===== src/rtl/regfile_write_arbiter.sv =====
// ----------------------------------------------------------------------------
// regfile_write_arbiter
//
// Purpose:
//   Shares the register file's single write port between two writeback
//   sources. Source A (single-cycle datapath) has priority and is written
//   with zero latency. Source B (long-latency unit) results are held in a
//   small in-order queue and drain whenever A leaves the port idle. An age
//   counter on the queue head lets B override A after MAX_WAIT cycles so B
//   cannot starve. Queued B results that a newer A write has overtaken are
//   squashed and drain without writing. Register 31 is never written.
//
// Optional feature:
//   REGFILE_ARB_FWD_EN - when defined, chk_data1/chk_data2 carry the data of
//   the youngest live queued entry targeting chk_reg1/chk_reg2, so decode can
//   forward instead of stalling. When undefined they are tied to zero.
//
// Parameters:
//   DEPTH    - B queue entries (power of two, >= 2)
//   MAX_WAIT - cycles the queue head may wait before it overrides A (>= 1)
//
// Ports:
//   clk                   clock, all state updates on posedge
//   reset                 synchronous, active-high; flushes the queue
//   a_valid/a_ready       A handshake
//   a_reg/a_data          A destination register and result
//   b_valid/b_ready       B handshake into the queue
//   b_reg/b_data          B destination register and result
//   wr_en/wr_reg/wr_data  register file write port
//   chk_reg1/chk_reg2     source registers of the instruction in decode
//   chk_hit1/chk_hit2     a live queued B write targets chk_regN
//   chk_data1/chk_data2   forwarded value (zero unless forwarding enabled)
// ----------------------------------------------------------------------------
module regfile_write_arbiter #(
    parameter int DEPTH    = 2,
    parameter int MAX_WAIT = 4
) (
    input  logic        clk,
    input  logic        reset,
    input  logic        a_valid,
    output logic        a_ready,
    input  logic [4:0]  a_reg,
    input  logic [63:0] a_data,
    input  logic        b_valid,
    output logic        b_ready,
    input  logic [4:0]  b_reg,
    input  logic [63:0] b_data,
    output logic        wr_en,
    output logic [4:0]  wr_reg,
    output logic [63:0] wr_data,
    input  logic [4:0]  chk_reg1,
    input  logic [4:0]  chk_reg2,
    output logic        chk_hit1,
    output logic        chk_hit2,
    output logic [63:0] chk_data1,
    output logic [63:0] chk_data2
);

    localparam int PW = $clog2(DEPTH);
    localparam int CW = PW + 1;
    localparam int AW = (MAX_WAIT > 1) ? $clog2(MAX_WAIT + 1) : 1;

    localparam logic [CW-1:0] DEPTH_C  = CW'(DEPTH);
    localparam logic [AW-1:0] AGE_MAX  = AW'(MAX_WAIT);
    localparam logic [4:0]    NULL_REG = 5'd31;

    // Queue storage: live flags are reset, payload is not.
    logic [DEPTH-1:0] q_live;
    logic [4:0]       q_reg  [DEPTH];
    logic [63:0]      q_data [DEPTH];

    logic [PW-1:0] rd_ptr;
    logic [PW-1:0] wr_ptr;
    logic [CW-1:0] count;
    logic [AW-1:0] age;

    logic head_valid;
    logic head_live;
    logic pop;
    logic push;
    logic a_accept;
    logic squash;
    logic push_live;

    assign head_valid = (count != '0);
    assign head_live  = head_valid && q_live[rd_ptr];

    // Write-port selection. Priority order: drop a dead head (A still served),
    // let an over-age live head override A, serve A, otherwise drain the head.
    // Everything is forced quiet while reset is asserted.
    always_comb begin
        pop     = 1'b0;
        a_ready = 1'b1;
        wr_en   = 1'b0;
        wr_reg  = '0;
        wr_data = '0;
        if (reset) begin
            pop = 1'b0;
        end else if (head_valid && !head_live) begin
            pop = 1'b1;
            if (a_valid) begin
                wr_en   = (a_reg != NULL_REG);
                wr_reg  = a_reg;
                wr_data = a_data;
            end
        end else if (head_live && (age == AGE_MAX)) begin
            wr_en   = 1'b1;
            wr_reg  = q_reg[rd_ptr];
            wr_data = q_data[rd_ptr];
            pop     = 1'b1;
            a_ready = 1'b0;
        end else if (a_valid) begin
            wr_en   = (a_reg != NULL_REG);
            wr_reg  = a_reg;
            wr_data = a_data;
        end else if (head_live) begin
            wr_en   = 1'b1;
            wr_reg  = q_reg[rd_ptr];
            wr_data = q_data[rd_ptr];
            pop     = 1'b1;
        end
    end

    // b_ready looks only at the registered count, never at a same-cycle pop,
    // so it has no combinational path from A.
    assign b_ready  = reset || (count < DEPTH_C);
    assign push     = b_valid && b_ready && !reset;
    assign a_accept = a_valid && a_ready && !reset;
    assign squash   = a_accept && (a_reg != NULL_REG);

    // An entry arriving in the same cycle as a younger-in-program-order A
    // write to the same register is already stale, so it enters dead.
    assign push_live = (b_reg != NULL_REG) && !(squash && (b_reg == a_reg));

    // Queue control state: live flags, pointers, occupancy and head age.
    // Popped slots have their live flag cleared so that "live" also implies
    // "occupied", which keeps the hazard search free of an occupancy mask.
    always_ff @(posedge clk) begin
        if (reset) begin
            q_live <= '0;
            rd_ptr <= '0;
            wr_ptr <= '0;
            count  <= '0;
            age    <= '0;
        end else begin
            for (int i = 0; i < DEPTH; i++) begin
                if (squash && (q_reg[i] == a_reg)) begin
                    q_live[i] <= 1'b0;
                end
            end
            if (pop) begin
                q_live[rd_ptr] <= 1'b0;
                rd_ptr         <= rd_ptr + PW'(1);
            end
            if (push) begin
                q_live[wr_ptr] <= push_live;
                wr_ptr         <= wr_ptr + PW'(1);
            end
            case ({push, pop})
                2'b10:   count <= count + CW'(1);
                2'b01:   count <= count - CW'(1);
                default: count <= count;
            endcase
            if (pop || !head_valid) begin
                age <= '0;
            end else if (head_live && (age != AGE_MAX)) begin
                age <= age + AW'(1);
            end
        end
    end

    // Queue payload; written only on enqueue, meaningless unless live.
    always_ff @(posedge clk) begin
        if (push) begin
            q_reg[wr_ptr]  <= b_reg;
            q_data[wr_ptr] <= b_data;
        end
    end

    // Hazard search over current queue contents, oldest to youngest, so the
    // last match seen is the youngest live entry for that register.
    logic          hit1;
    logic          hit2;
    logic [63:0]   fwd1;
    logic [63:0]   fwd2;
    logic [PW-1:0] idx;

    always_comb begin
        hit1 = 1'b0;
        hit2 = 1'b0;
        fwd1 = '0;
        fwd2 = '0;
        idx  = '0;
        for (int k = 0; k < DEPTH; k++) begin
            idx = rd_ptr + PW'(k);
            if (q_live[idx] && (q_reg[idx] == chk_reg1)) begin
                hit1 = 1'b1;
                fwd1 = q_data[idx];
            end
            if (q_live[idx] && (q_reg[idx] == chk_reg2)) begin
                hit2 = 1'b1;
                fwd2 = q_data[idx];
            end
        end
    end

    assign chk_hit1 = !reset && (chk_reg1 != NULL_REG) && hit1;
    assign chk_hit2 = !reset && (chk_reg2 != NULL_REG) && hit2;

`ifdef REGFILE_ARB_FWD_EN
    assign chk_data1 = chk_hit1 ? fwd1 : 64'd0;
    assign chk_data2 = chk_hit2 ? fwd2 : 64'd0;
`else
    // Without forwarding the searched data is intentionally discarded.
    logic unused_fwd;
    assign unused_fwd = ^{fwd1, fwd2};
    assign chk_data1  = 64'd0;
    assign chk_data2  = 64'd0;
`endif

endmodule


===== config.mk =====
export PLATFORM = sky130hd
export DESIGN_NAME = regfile_write_arbiter
export DESIGN_NICKNAME = d
export VERILOG_FILES = /design/src/rtl/regfile_write_arbiter.sv
export SDC_FILE = /design/constraint.sdc
export NUM_CORES = 1
export LEC_CHECK = 0
export BUFFER_PORTS_ARGS = -buffer_cell sky130_fd_sc_hd__buf_2
export CORE_AREA = 2 2 163 165
export CTS_CLUSTER_SIZE = 25
export DETAILED_ROUTE_END_ITERATION = 6
export DIE_AREA = 0 0 165 167
export PLACE_DENSITY_LB_ADDON = 0.15
export SLEW_MARGIN = 10
export SYNTH_ARGS = -nofsm -noshare
export SYNTH_HDL_FRONTEND = slang
export SYNTH_SLANG_ARGS = --single-unit

===== constraint.sdc =====
create_clock -name clk -period 2.8 [get_ports clk]
set_input_delay 0.56 -clock clk [delete_from_list [all_inputs] [get_ports clk]]
set_output_delay 0.56 -clock clk [all_outputs]
set_load 0.005 [all_outputs]

# Word level (Yosys, flattened, before mapping)
# Memories as Yosys holds them, arrays and structs flattened. A register that Yosys moved wholly into a read port is not among the register bits.
# Cells that the tools add are included.
# Widths: inputs -> output; s select.
# classes
addsub	5
n_mul	0
div	0
magnitude_cmp	6
n_eq_ne	15
shifts	0
n_mux	52
n_bitwise	2
reduce_logical	32
# op_table
op	n
$mux 64	6
$eq 5x5->1	7
$mux 1	33
$mux 5	6
$logic_and 1x1->1	23
$ne 5x5->1 const B	4
$lt 1x2->1 const B	3
$mux 2	3
$logic_not 1->1	4
$pmux 2 s2	1
$reduce_bool 2->1	2
$add 3x1->3 const B	1
$eq 3x3->1 const B	1
$ne 3x3->1 const B	1
$add 1x1->1 const B	2
$add 2x1->2 const B	1
$and 2x2->2	1
$bwmux 2	1
$demux 1 s1	2
$eq 2x1->1 const B	1
$eq 2x2->1 const B	1
$ge 1x1->1 const B	2
$logic_or 1x1->1	2
$lt 2x2->1 const B	1
other kinds (3)	3
# totals
register_bits	9
latchBits	0
ram_bits	138
rom_bits	0
input_bits	152
mem_count	2
# memory_table
memory	words	word_bits	rd	rd_clocked_by_memory_dff	wr	line	text
q_data	2	64	1	1	1	70	logic [63:0] q_data [DEPTH];
q_reg	2	5	4	1	1	69	logic [4:0] q_reg [DEPTH];

# Depth between registers and ports, before layout
# depth
word_depth	18
depth_mapped	10
depth_no_buf	10

# Worst setup path after synthesis
# OpenSTA, ideal clock, no wires.
# synth_path
path_type	input-to-reg
from	input reset
to	memory q_data[0][0], enable pin
setup_time_ns	0.423
arrival_ns	2.579
required_ns	2.377
slack_ns	-0.202
cell_stages	5
n_path_buf	1
path_cell_list	clkbuf_1 nor2_1 nand2_1 or2_2 inv_1
# synth_between
elab_chain_cells	5
elab_cells_between_ends	6
cone_classes	mux (2); reduce/logical (4)
# synth_rtl
element	line	text
start: declaration	39	input logic reset,
$logic_or 1x1->1	126	assign b_ready = reset || (count < DEPTH_C);
$logic_and 1x1->1	127	assign push = b_valid && b_ready && !reset;
$logic_and 1x1->1 *	127	
$mux 1 *	174	if (push) begin
$mux 1 (implied by the code) *	176	q_data[wr_ptr] <= b_data;
end: declaration	70	
# Every way passes the cells marked *; elsewhere a longest branch is shown, timed or not.

==> results.json <==
{
  "drv_slew": 0,
  "rows": 59,
  "hold_violations": 0,
  "area_delta_synth_final_pct": 23.1,
  "grt_pass1_wl_mm": 27.5,
  "drtIter0Drc": 179,
  "cts.sinks": 148,
  "gp_congestion": 0.771,
  "die_x_um": 165,
  "path_max_fanout": 6,
  "hp-start": "b_data[34]",
  "ant_nets": 0,
  "nets": 1019,
  "cts_max_level": 4,
  "grtUsageMet1": 0.161,
  "grt_pass1_vias": 4765,
  "cts-hold-fix-buffers": 0,
  "start_util": 0.295,
  "ys_seq_area_frac": 0.571,
  "synth-main-ff-cell": "edfxtp_1",
  "setup_viol": 0,
  "dieArea_mm2": 0.0276,
  "drive_gt1_frac": 0.327,
  "ys_warn_count": 0,
  "wl_per_cell_um": 15.4,
  "rsz0062_at_grt": "no",
  "hpwl_mm": 13.9,
  "finClkSkew_ns": 0.00927,
  "async_flop_share": 0,
  "via_per_inst": 4.12,
  "die_h_um": 167,
  "timing.rr.end": "count[1]",
  "grt_usage": 0.136,
  "ir_drop_v": 0.000346,
  "cts_tree": "yes",
  "maxCapViolations": 0,
  "yosysTopAreaCellShare": 0.544,
  "holdCritPathClass": "input port to flip-flop",
  "crit_arrival_ns": 2.05,
  "grt_max_degree": 70,
  "synth_cells": 632,
  "synth-edff-count": 138,
  "cts_made_buffers": 17,
  "cp-start-kind": "flip-flop",
  "netlist_top_cells_area": "edfxtp_1 (54%), buf_4 (13%), mux2i_1 (9.7%)",
  "clock_latency_ns": 0.41,
  "tns_ns": 0,
  "core_mm2": 0.0258,
  "antenna_found_initial": 6,
  "fmax_mhz": 382,
  "gr-total-overflow": 0,
  "crit_type": "flip-flop to output port",
  "worstRegToRegCells": 7,
  "synth_area_mm2": 0.00761,
  "final_cells": 1215,
  "p_leak_nw": 3.85,
  "met2_usage": 0.237,
  "syn_avg_cell_area_um2": 12.0,
  "grt.met3_usage": 0.0431,
  "synth_cell_types": 35,
  "grt-busiest-layer": "met2",
  "place.port_buffers": 225,
  "regToRegStartpoint": "rd_ptr",
  "period_needed_ns": 2.61,
  "clk_pin_slew_ns": 0.07,
  "min_path_cells": 1,
  "holdPathEnd": "q_data[0][34]",
  "drt_pre_antenna_iters": 4,
  "vias": 5003,
  "fill_cells": 2591,
  "synth_top_area_cell": "edfxtp_1",
  "drcViolationCount": 0,
  "outcome": "completed",
  "required_ns": 2.24,
  "io_pins": 354,
  "end_kind": "output port",
  "routed_wl_mm": 18.7,
  "ys_ff_latch": 148,
  "largest_reg_flops": 128,
  "dp_cells": 1178,
  "finalCritPeriodShare": 0.934,
  "cts_buffer_depth": 2,
  "powerDensity_mw_per_mm2": 677,
  "root_buffer": "clkbuf_16",
  "regToRegSetupSlack_ns": 0.81
}
worst max-delay path, stage by stage, from the launching register on:
cell and delay [ns]:
dfxtp_4 0.42, mux2i_2 0.41, xnor2_1 0.11, nor4_1 0.35, nand4_1 0.13, o21ai_1 0.10
buf_2 0.13
cell usage after synthesis (3+ instances only):
cell type,count
mux2i_1,74
nor2_1,7
inv_1,4
xor2_1,24
edfxtp_1,138
nor4_1,4
buf_2,9
dfxtp_1,10
clkbuf_1,16
o21ai_1,71
xnor2_1,16
nand3_1,9
nand2_1,77
and3_1,6
nand2b_1,6
ha_1,3
a31oi_1,3
o22ai_1,5
buf_4,129
how the worst max path moves through the flow:
stage / start / endpoint / slack (ns) / depth (start not counted)
2_1_floorplan: reset / q_data[1][0] / 0.07 / 4
3_3_place_gp: flip-flop / chk_hit2 / 0.42 / 6
3_5_place_dp: age[0] / wr_data[2] / 0.39 / 8
4_1_cts: flip-flop / chk_hit2 / 0.008 / 6
5_1_grt: flip-flop / chk_hit2 / 0.0005 / 6
6_report: flip-flop / chk_hit2 / 0.19 / 6
final cells by class:
type                            count  area (µm²)  area share
Timing Repair Buffer              241        1330       0.142
Clock inverter                     15         143      0.0152
Sequential cell                   148        4350       0.464
Inverter                            4        20.0     0.00214
Antenna cell                        3        7.51    0.000801
Clock buffer                       17         425      0.0454
Tap cell                          335         419      0.0447
Multi-Input combinational cell    452        2680       0.286
power by group:
part | switching (mW) | internal [mW] | leakage [nW] | total [mW]
sequential | 0.0825 | 2.59 | 1.35 | 2.67
clock | 0.977 | 1.18 | 0.282 | 2.16
combinational | 0.851 | 0.665 | 2.22 | 1.52
total | 1.91 | 4.44 | 3.85 | 6.35
timing repair:
| item | 4_1_cts | 5_1_grt |
|---|---|---|
| pin swaps | 0 | 1 |
| resized for setup | 1 | 5 |
| buffers inserted | 0 | 2 |
| setup endpoints to repair | 69 | 71 |
stage by stage:
step | util | hold WS [ns] | area, µm² | setup WS (ns) | power [mW]
6_report | 0.364 | 0.328 | 9370 | 0.186 | 6.35
2_1_floorplan | - | 0.445 | 8090 | 0.0667 | 3.84
4_1_cts | 0.362 | 0.307 | 9330 | 0.00848 | 6.44
3_3_place_gp | 0.340 | 0.470 | 8760 | 0.419 | 4.26
3_5_place_dp | 0.340 | 0.467 | 8760 | 0.389 | 4.26
5_1_grt | 0.364 | 0.303 | 9370 | 0.000496 | 6.69
cell usage in the layout (no fill, tap or decap), types with 2 or more instances in the layout:
cell	Yosys	final
nand2b_1	6	5
clkbuf_16	0	17
and3_1	6	6
buf_4	129	9
a31oi_1	3	3
inv_1	4	2
nor3_1	2	2
nor2b_1	2	2
edfxtp_1	138	138
nor4_1	4	4
inv_8	0	5
mux2i_2	0	2
o21ai_1	71	71
ha_1	3	3
nand4b_1	2	2
xnor2_1	16	16
nor2_1	7	6
xor2_1	24	24
diode_2	0	3
conb_1	1	128
nand2_1	77	76
o22ai_1	5	5
mux2i_1	74	72
a21oi_1	2	2
inv_6	0	3
nand3_1	9	9
clkinv_4	0	4
clkinv_2	0	2
dfxtp_1	10	9
buf_2	9	225
buf_12	0	7
nand4_1	2	2
cells by family after synthesis:
| group | count (synthesis) | synth area share |
|---|---|---|
| AO/OA/AOI/OAI | 84 | 0.0584 |
| adder cells (fa/ha/maj) | 3 | 0.00493 |
| AND/OR/NAND/NOR | 122 | 0.0746 |
| other | 1 | 0.000493 |
| flip-flops | 148 | 0.571 |
| multiplexers | 75 | 0.100 |
| buffers and inverters | 159 | 0.145 |
| XOR/XNOR | 40 | 0.0460 |
metal layers:
layer / up-vias / routed length, µm
met2: 241 / 9800
met3: 15 / 1410
met1: 2290 / 7290
li1: 2451 / -
met4: 6 / 152
met5: - / 41
Note: power is estimated with default switching activity, not from simulation.
